## src/rtl/mem_pkg.sv

```systemverilog
// Shared types for the data-RAM access path: request opcodes, FSM states,
// byte/half lane selectors and opcode classification helpers.
package mem_pkg;

    typedef enum logic [2:0] {
        OP_LW  = 3'd0,
        OP_LH  = 3'd1,
        OP_LHU = 3'd2,
        OP_LB  = 3'd3,
        OP_LBU = 3'd4,
        OP_SW  = 3'd5,
        OP_SH  = 3'd6,
        OP_SB  = 3'd7
    } op_t;

    typedef enum logic [2:0] {
        ST_IDLE   = 3'd0,
        ST_RD     = 3'd1,
        ST_RMW_RD = 3'd2,
        ST_RMW_WR = 3'd3,
        ST_WR     = 3'd4,
        ST_RESP   = 3'd5
    } state_t;

    // Byte lanes are little-endian: lane 0 is bits [7:0].
    localparam logic [1:0] LANE_B0 = 2'd0;
    localparam logic [1:0] LANE_B1 = 2'd1;
    localparam logic [1:0] LANE_B2 = 2'd2;
    localparam logic [1:0] LANE_B3 = 2'd3;
    localparam logic       LANE_H0 = 1'b0;
    localparam logic       LANE_H1 = 1'b1;

    function automatic logic is_store(input op_t op);
        return (op == OP_SW) || (op == OP_SH) || (op == OP_SB);
    endfunction

    function automatic logic is_half(input op_t op);
        return (op == OP_LH) || (op == OP_LHU) || (op == OP_SH);
    endfunction

    function automatic logic is_word(input op_t op);
        return (op == OP_LW) || (op == OP_SW);
    endfunction

endpackage

```

## src/rtl/mem_lane_align.sv

```systemverilog
// Combinational lane steering: extracts a sign/zero-extended load result from a
// RAM word, and merges sub-word store data into a RAM word for read-modify-write.
module mem_lane_align
    import mem_pkg::*;
(
    input  logic [31:0] word_i,
    input  logic [31:0] wdata_i,
    input  logic [1:0]  lane_i,
    input  op_t         op_i,
    output logic [31:0] extract_o,
    output logic [31:0] merge_o
);

    function automatic logic [31:0] extract(input logic [31:0] word,
                                            input logic [1:0]  lane,
                                            input op_t         op);
        logic [7:0]  b;
        logic [15:0] h;
        logic [31:0] r;
        case (lane)
            LANE_B0: b = word[7:0];
            LANE_B1: b = word[15:8];
            LANE_B2: b = word[23:16];
            default: b = word[31:24];
        endcase
        h = (lane[1] == LANE_H1) ? word[31:16] : word[15:0];
        case (op)
            OP_LW:   r = word;
            OP_LH:   r = {{16{h[15]}}, h};
            OP_LHU:  r = {16'h0000, h};
            OP_LB:   r = {{24{b[7]}}, b};
            OP_LBU:  r = {24'h000000, b};
            default: r = 32'h0000_0000;
        endcase
        return r;
    endfunction

    function automatic logic [31:0] merge(input logic [31:0] word,
                                          input logic [31:0] wdata,
                                          input logic [1:0]  lane,
                                          input op_t         op);
        logic [31:0] m;
        m = word;
        if (op == OP_SB) begin
            case (lane)
                LANE_B0: m[7:0]   = wdata[7:0];
                LANE_B1: m[15:8]  = wdata[7:0];
                LANE_B2: m[23:16] = wdata[7:0];
                default: m[31:24] = wdata[7:0];
            endcase
        end else if (op == OP_SH) begin
            if (lane[1] == LANE_H0) begin
                m[15:0] = wdata[15:0];
            end else begin
                m[31:16] = wdata[15:0];
            end
        end
        return m;
    endfunction

    assign extract_o = extract(word_i, lane_i, op_i);
    assign merge_o   = merge(word_i, wdata_i, lane_i, op_i);

endmodule

```

## src/rtl/mem_access_unit.sv

```systemverilog
// CPU-side load/store initiator for a word-wide little-endian RAM. Sub-word stores
// are done as read-modify-write; misaligned or out-of-range requests are trapped.
module mem_access_unit
    import mem_pkg::*;
#(
    parameter int MEM_BYTES = 100
) (
    input  logic        clk_i,
    input  logic        reset_i,
    input  logic        req_valid_i,
    output logic        req_ready_o,
    input  op_t         req_op_i,
    input  logic [31:0] req_addr_i,
    input  logic [31:0] req_wdata_i,
    output logic        resp_valid_o,
    output logic [31:0] resp_rdata_o,
    output logic        resp_err_o,
    output logic [31:0] mem_addr_o,
    output logic [31:0] mem_wdata_o,
    output logic        mem_read_o,
    output logic        mem_write_o,
    input  logic [31:0] mem_rdata_i
);

    state_t      state_q, state_d;
    op_t         op_q, op_d;
    logic [31:0] addr_q, addr_d;
    logic [31:0] wdata_q, wdata_d;
    logic [31:0] merge_q, merge_d;
    logic [31:0] rdata_q, rdata_d;
    logic        err_q, err_d;

    logic [31:0] extract_word;
    logic [31:0] merge_word;
    logic        addr_bad;
    logic [32:0] last_byte;

    mem_lane_align u_align (
        .word_i    (mem_rdata_i),
        .wdata_i   (wdata_q),
        .lane_i    (addr_q[1:0]),
        .op_i      (op_q),
        .extract_o (extract_word),
        .merge_o   (merge_word)
    );

    // Range test on the whole word touched; 33 bits so addresses near 2^32 cannot wrap.
    assign last_byte = {1'b0, req_addr_i[31:2], 2'b00} + 33'd3;
    assign addr_bad  = (is_half(req_op_i) && req_addr_i[0])
                    || (is_word(req_op_i) && (req_addr_i[1:0] != 2'b00))
                    || (last_byte >= 33'(MEM_BYTES));

    always_ff @(posedge clk_i or posedge reset_i) begin
        if (reset_i) begin
            state_q <= ST_IDLE;
            op_q    <= OP_LW;
            addr_q  <= 32'h0;
            wdata_q <= 32'h0;
            merge_q <= 32'h0;
            rdata_q <= 32'h0;
            err_q   <= 1'b0;
        end else begin
            state_q <= state_d;
            op_q    <= op_d;
            addr_q  <= addr_d;
            wdata_q <= wdata_d;
            merge_q <= merge_d;
            rdata_q <= rdata_d;
            err_q   <= err_d;
        end
    end

    always_comb begin
        state_d = state_q;
        op_d    = op_q;
        addr_d  = addr_q;
        wdata_d = wdata_q;
        merge_d = merge_q;
        rdata_d = rdata_q;
        err_d   = err_q;
        case (state_q)
            ST_IDLE: begin
                if (req_valid_i) begin
                    op_d    = req_op_i;
                    addr_d  = req_addr_i;
                    wdata_d = req_wdata_i;
                    err_d   = addr_bad;
                    if (addr_bad) begin
                        rdata_d = 32'h0;
                        state_d = ST_RESP;
                    end else if (req_op_i == OP_SW) begin
                        state_d = ST_WR;
                    end else if (is_store(req_op_i)) begin
                        state_d = ST_RMW_RD;
                    end else begin
                        state_d = ST_RD;
                    end
                end
            end
            ST_RD: begin
                rdata_d = extract_word;
                state_d = ST_RESP;
            end
            ST_WR: begin
                rdata_d = 32'h0;
                state_d = ST_RESP;
            end
            ST_RMW_RD: begin
                // Hold the already-merged word so the write phase drives a register.
                merge_d = merge_word;
                state_d = ST_RMW_WR;
            end
            ST_RMW_WR: begin
                rdata_d = 32'h0;
                state_d = ST_RESP;
            end
            ST_RESP: begin
                state_d = ST_IDLE;
            end
            default: begin
                state_d = ST_IDLE;
            end
        endcase
    end

    always_comb begin
        req_ready_o  = (state_q == ST_IDLE);
        resp_valid_o = (state_q == ST_RESP);
        resp_err_o   = (state_q == ST_RESP) && err_q;
        resp_rdata_o = rdata_q;
        mem_addr_o   = {addr_q[31:2], 2'b00};
        mem_read_o   = (state_q == ST_RD) || (state_q == ST_RMW_RD);
        mem_write_o  = (state_q == ST_WR) || (state_q == ST_RMW_WR);
        case (state_q)
            ST_WR:     mem_wdata_o = wdata_q;
            ST_RMW_WR: mem_wdata_o = merge_q;
            default:   mem_wdata_o = 32'h0;
        endcase
    end

endmodule

```

## config.mk

```make
export PLATFORM = sky130hd
export DESIGN_NAME = mem_access_unit
export DESIGN_NICKNAME = d
export VERILOG_FILES = /design/src/rtl/mem_pkg.sv /design/src/rtl/mem_lane_align.sv /design/src/rtl/mem_access_unit.sv
export SDC_FILE = /design/constraint.sdc
export NUM_CORES = 1
export LEC_CHECK = 0
export ABC_AREA = 1
export BUFFER_PORTS_ARGS = -buffer_cell sky130_fd_sc_hd__buf_2
export CAP_MARGIN = 10
export CORE_MARGIN = 2
export CORE_UTILIZATION = 35
export CTS_BUF_LIST = sky130_fd_sc_hd__clkbuf_4 sky130_fd_sc_hd__clkbuf_8 sky130_fd_sc_hd__clkbuf_16
export DETAILED_ROUTE_END_ITERATION = 12
export HOLD_SLACK_MARGIN = 0.08
export PLACE_DENSITY_LB_ADDON = 0.3
export SETUP_SLACK_MARGIN = 0.5
export SYNTH_ARGS = -nofsm -noshare
export SYNTH_HDL_FRONTEND = slang
export SYNTH_SLANG_ARGS = --single-unit
```

## constraint.sdc

```tcl
create_clock -name clk_i -period 5.8 [get_ports clk_i]
set_input_delay 0.58 -clock clk_i [delete_from_list [all_inputs] [get_ports clk_i]]
set_output_delay 0.58 -clock clk_i [all_outputs]
set_load 0.05 [all_outputs]
```

[Word-level counts from Yosys, hierarchy flattened]
Index checks and enable logic that the tools add are counted.
Cells by class
  reduce and logical (&&, ||, !) cells: 23
  div/mod/pow operators: 0
  $mul: 0
  shift operators: 0
  bitwise gates (word level): 0
  magnitude comparators: 1
  eq/ne operators: 20
  mux-type cells: 20
  add/subtract/negate cells: 1
Operators by type and width (number)
  $pmux W32 S5: 1
  $mux W32: 4
  $pmux W32 S3: 1
  $pmux W32 S2: 1
  $mux W16: 3
  $add A32 B2 Y33 const B: 1
  $ge A33 B7 Y1 const B: 1
  $mux W8: 4
  $eq A3 B3 Y1 const B: 8
  $pmux W8 S3: 1
  $eq A3 B2 Y1 const B: 5
  $eq A3 B1 Y1 const B: 3
  $logic_not A3 Y1: 3
  $logic_or A1 B1 Y1: 9
  $mux W3: 3
  $pmux W3 S3: 1
  $reduce_or A3 Y1: 2
  $logic_and A1 B1 Y1: 3
  $reduce_and A3 Y1: 1
  $reduce_bool A3 Y1: 1
  $eq A2 B1 Y1 const B: 1
  $eq A2 B2 Y1 const B: 1
  $logic_not A2 Y1: 1
  $mux W2: 1
  5 further kinds: 5
Storage, ports and cells
  bits of input ports: 102
  register bits: 135
  output and inout bits: 101
  memory bits (read-only): 0
  latch bits: 0
  bits in writable memories: 0
  word-level logic and storage cells: 72
  memories kept: 0

[Depth between registers and ports, before layout]
  word-level depth: 9
  gate-level depth with buffers: 11
  depth with buffers taken out: 9

[By module]
From an unflattened synthesis, not the netlist that was laid out.
Unflattened totals
  cell total of the unflattened synthesis: 1252
  area, all modules: 8386.8 um^2
Modules (own cells, without submodules)
  mem_access_unit: area each 5982.0 um^2, seq. area each 3378.2 um^2, instances 1, cells an instance 714
  mem_lane_align: area each 2404.8 um^2, seq. area each 0.0 um^2, instances 1, cells an instance 538

[Least setup slack after synthesis]
Ideal clock, no wire load.
  path kind: reg2out
  start point: reg state_q[1]
  end point: out mem_wdata_o[0]
  stages on the path, launching flop included: 7
  arrival: 2049 ps
  setup slack: 3171 ps
  path buffers: 1
  data required time: 5220 ps
  cells stage by stage: dfrtp_1 buf_4 nor2_2 inv_2 nor2_2 inv_2 o21ai_0
On the way
  cells in the longest elaborated chain, start to end: 2
  elaborated cells on any way between the ends: 3
  classes of those cells: eq/ne: 2; mux: 1
RTL lines
  start: declaration: RTL line mem_access_unit.sv:25  | state_t state_q, state_d;
  start signal: assignment: RTL line mem_access_unit.sv:63  | state_q <= state_d;
  $eq A3 B2 Y1 / $eq A3 B3 Y1 (equally long branches): RTL line mem_access_unit.sv:134  | case (state_q)
  $pmux W32 S2 (*): RTL line mem_access_unit.sv:134
  end: declaration: RTL line mem_access_unit.sv:19  | output logic [31:0] mem_wdata_o,
Every way passes the cells marked *; elsewhere a longest branch is shown, timed or not.

[Worst setup path after layout]
  start point: reg state_q[1]
  end point: out mem_wdata_o[1]
The elaborated chain is that of the path after synthesis.

==> impl_metrics.json <==
{
  "post_synth_num_cell_types": 31,
  "grt_pass1_wl_um": 37000,
  "hpwl_after_dpl_um": 17700,
  "wl_um": 24100,
  "final_min_period_over_clock_period": 0.590,
  "synth_seq_area_share": 0.447,
  "postCtsSetupBuffers": 0,
  "die_h_um": 151,
  "cts_buffers": 17,
  "power.switching_fraction": 0.497,
  "required_ns": 5.22,
  "postSynthRegisterBits": 135,
  "worst-setup-path-type": "reg2out",
  "htree_num_levels": 4,
  "pwr-share-comb": 0.495,
  "clk_pin_slew_worst_paths_ns": 0.06,
  "p_total_uw": 5270,
  "grt_overflow": 0,
  "hold_path.class": "in2async",
  "layout.filler_cells": 2232,
  "power_switching_uw": 2620,
  "post_layout_minimum_cycle_time_ns": 3.42,
  "row_count": 53,
  "timing.critical_path.fanout_max": 28,
  "effective_utilization_at_floorplan": 0.359,
  "design.die.area_mm2": 0.0228,
  "final_cell_mix": "344 x sky130_fd_sc_hd__nand2_1, 200 x sky130_fd_sc_hd__buf_2, 135 x sky130_fd_sc_hd__dfrtp_1",
  "detailedRoute.firstIterationViolations": 546,
  "ios": 203,
  "maxSlewHeadroom": 0.252,
  "holdBufCountCts": 0,
  "report.final.setup_viol": 0,
  "achievable-frequency_mhz": 292,
  "worst_path_max_delay_cell": "sky130_fd_sc_hd__dfrtp_1",
  "layout_commonest_cell": "sky130_fd_sc_hd__nand2_1",
  "floorplan.die.width_um": 151,
  "worstMarginPinSlew_ns": 1.12,
  "status": "complete, no violations",
  "largest_net_degree_at_the_start_of_global_routing": 80,
  "drive_gt1_frac": 0.223,
  "netlist_area_mm2": 0.00757,
  "drt_first_pass_iters": 5,
  "cell_internal_pwr_uw": 2650,
  "crit_path_start_kind": "register",
  "layout-area-overhead-vs-synth_pct": 20.4,
  "drcViolationCount": 0,
  "peakVddDrop_uv": 261,
  "rr_startpoint": "addr_q[1]$_DFFE_PP0P_",
  "vias": 7318,
  "cts.repair.resized": 0,
  "synthTopCellsByArea": "sky130_fd_sc_hd__dfrtp_1 45%, sky130_fd_sc_hd__nand2_1 17%, sky130_fd_sc_hd__o21ai_0 6.3%, sky130_fd_sc_hd__inv_1 3.8%, sky130_fd_sc_hd__buf_4 3.7%",
  "viasPerCell": 5.07,
  "post-synth-top-area-cell": "sky130_fd_sc_hd__dfrtp_1",
  "gr-usage-all-layers": 0.215,
  "fin_nets": 1256,
  "critPathCaptureType": "primary output",
  "post_drt_antenna_nets": 0,
  "yosys.area.top_type_share": 0.447,
  "finalClockSkew_ns": 0.00845,
  "worst_ep_arrival_time_ns": 2.84,
  "worst_r2r_endpoint": "merge_q[25]$_DFFE_PP0P_",
  "wl_per_cell_um": 16.7,
  "seqPwrFrac": 0.273,
  "yosysWarnings": 0,
  "tritoncts": "done",
  "antenna_violations_before_repair": 0,
  "crit_chain": "nor2_2 -> inv_2 -> nor2_2 -> inv_2 -> o21ai_0 -> buf_2",
  "grt_setup_unrepaired": "false",
  "synth_cells": 1020,
  "worst-r2r-cell-count": 6,
  "cts_buffer_depth": 2,
  "clock-sinks": 135,
  "core_region_area_mm2": 0.0211,
  "clock_tree_root_buffer_cell": "sky130_fd_sc_hd__clkbuf_16",
  "power_frac_clock": 0.232,
  "io_buffers": 200,
  "rrSetupSlack_ns": 3.07,
  "finalSetupTns_ns": 0,
  "max_cap_violations": 0,
  "place.gp.congestion": 0.894,
  "grt_pass1_vias": 6996,
  "clock_insertion_delay_worst_skew_ns": 0.42,
  "syn_avg_cell_area_um2": 7.42,
  "power.density_cell_area_mw_per_mm2": 579,
  "final-max-slew-violation-count": 0,
  "max_stage_delay_ns": 0.72,
  "final-hold-violation-count": 0,
  "p_leak_uw": 0.00473
}
[logic make-up (layout without fill, tap and decap cells)]
group                  Yosys count  after routing  share of synthesized area
AND/OR/NAND/NOR                460            460                      0.243
buffers and inverters          178            324                      0.115
AO/OA/AOI/OAI                  246            246                      0.195
flip-flops                     135            135                      0.447
other                            1              4                   0.000496
[cells in the mapped netlist]
library cell                instances
sky130_fd_sc_hd__nor2_4             3
sky130_fd_sc_hd__buf_6              4
sky130_fd_sc_hd__o211a_1            1
sky130_fd_sc_hd__inv_1             76
sky130_fd_sc_hd__o2bb2ai_1          1
sky130_fd_sc_hd__nor2_1            56
sky130_fd_sc_hd__nand3_1           48
sky130_fd_sc_hd__o211ai_2           1
sky130_fd_sc_hd__o21ai_2            1
sky130_fd_sc_hd__buf_4             37
sky130_fd_sc_hd__a21oi_1           51
sky130_fd_sc_hd__buf_2             26
sky130_fd_sc_hd__dfrtp_1          135
sky130_fd_sc_hd__buf_1              3
sky130_fd_sc_hd__a22oi_1            7
sky130_fd_sc_hd__nand2_1          344
sky130_fd_sc_hd__nand4_1            2
sky130_fd_sc_hd__nor3_1             2
sky130_fd_sc_hd__a31oi_1           24
sky130_fd_sc_hd__conb_1             1
sky130_fd_sc_hd__o221ai_1           7
sky130_fd_sc_hd__nor2_2             3
sky130_fd_sc_hd__a32o_1            15
sky130_fd_sc_hd__inv_2              8
sky130_fd_sc_hd__nand4_2            1
sky130_fd_sc_hd__nand3b_1           1
sky130_fd_sc_hd__clkbuf_1          24
sky130_fd_sc_hd__o21ai_1            4
sky130_fd_sc_hd__o211ai_1          23
sky130_fd_sc_hd__o21ai_0           95
sky130_fd_sc_hd__o22ai_1           16
[flip-flops by register name (all words and copies together) (netlist names)]
register      flops
err_q             1
resp_rdata_o     32
addr_q           32
wdata_q          32
op_q              3
merge_q          32
state_q           3
[worst max-delay path: cells and delay by family, from the launching register on]
kind	cells	cell delay (ns)
simple gates	2	0.73
buf+inv	3	0.70
flops	1	0.72
compound gates	1	0.26
[power groups by stage]
stage                     registers [uW]  clock network, uW  logic, uW
after floorplan                     1550                  0       2030
after global placement              1450                  0       2590
after detailed placement            1450                  0       2620
after CTS                           1440               1250       2630
after global routing                1480               1290       2860
final                               1440               1220       2610
[layout make-up]
class                           count  area, um^2  area share
Antenna cell                        2        5.00    0.000550
Timing Repair Buffer              208        1060       0.116
Tap cell                          275         344      0.0378
Multi-Input combinational cell    708        3330       0.366
Inverter                           84         320      0.0352
Clock inverter                     11         195      0.0214
Sequential cell                   135        3380       0.371
Clock buffer                       21         474      0.0521
[layer usage]
| layer | GRT usage | vias up | wire length, um |
|---|---|---|---|
| li1 | - | 3601 | - |
| met1 | 0.284 | 3389 | 10500 |
| met2 | 0.334 | 281 | 11000 |
| met3 | 0.0575 | 47 | 1840 |
| met4 | 0.0869 | 0 | 691 |
| met5 | 0 | - | 0 |
[worst max-delay path by stage]
stage	startpoint	to	slack (ns)	cells past startpoint
CTS	state_q[1]$_DFFE_PP0P_	mem_wdata_o[5]	2.38	6
finish	state_q[1]$_DFFE_PP0P_	mem_wdata_o[1]	2.38	6
detailed placement	state_q[1]$_DFFE_PP0P_	mem_wdata_o[5]	2.86	6
floorplan	reset_i	addr_q[0]$_DFFE_PP0P_	1.61	1
global placement	state_q[1]$_DFFE_PP0P_	mem_wdata_o[1]	2.95	6
global route	state_q[1]$_DFFE_PP0P_	mem_wdata_o[2]	2.13	6
[through the flow]
stage	utilization	instances	hold WS, ns	worst slack, ns	cell area [um^2]
3_3_place_gp	0.400	1410	0.450	2.95	8430
4_1_cts	0.432	1442	0.322	2.38	9100
5_1_grt	0.432	1442	0.354	2.13	9100
2_1_floorplan	-	1021	0.442	1.61	7570
3_5_place_dp	0.400	1410	0.453	2.86	8430
6_report	0.432	1444	0.288	2.38	9110
No activity file was read; power rests on OpenSTA's default activity.
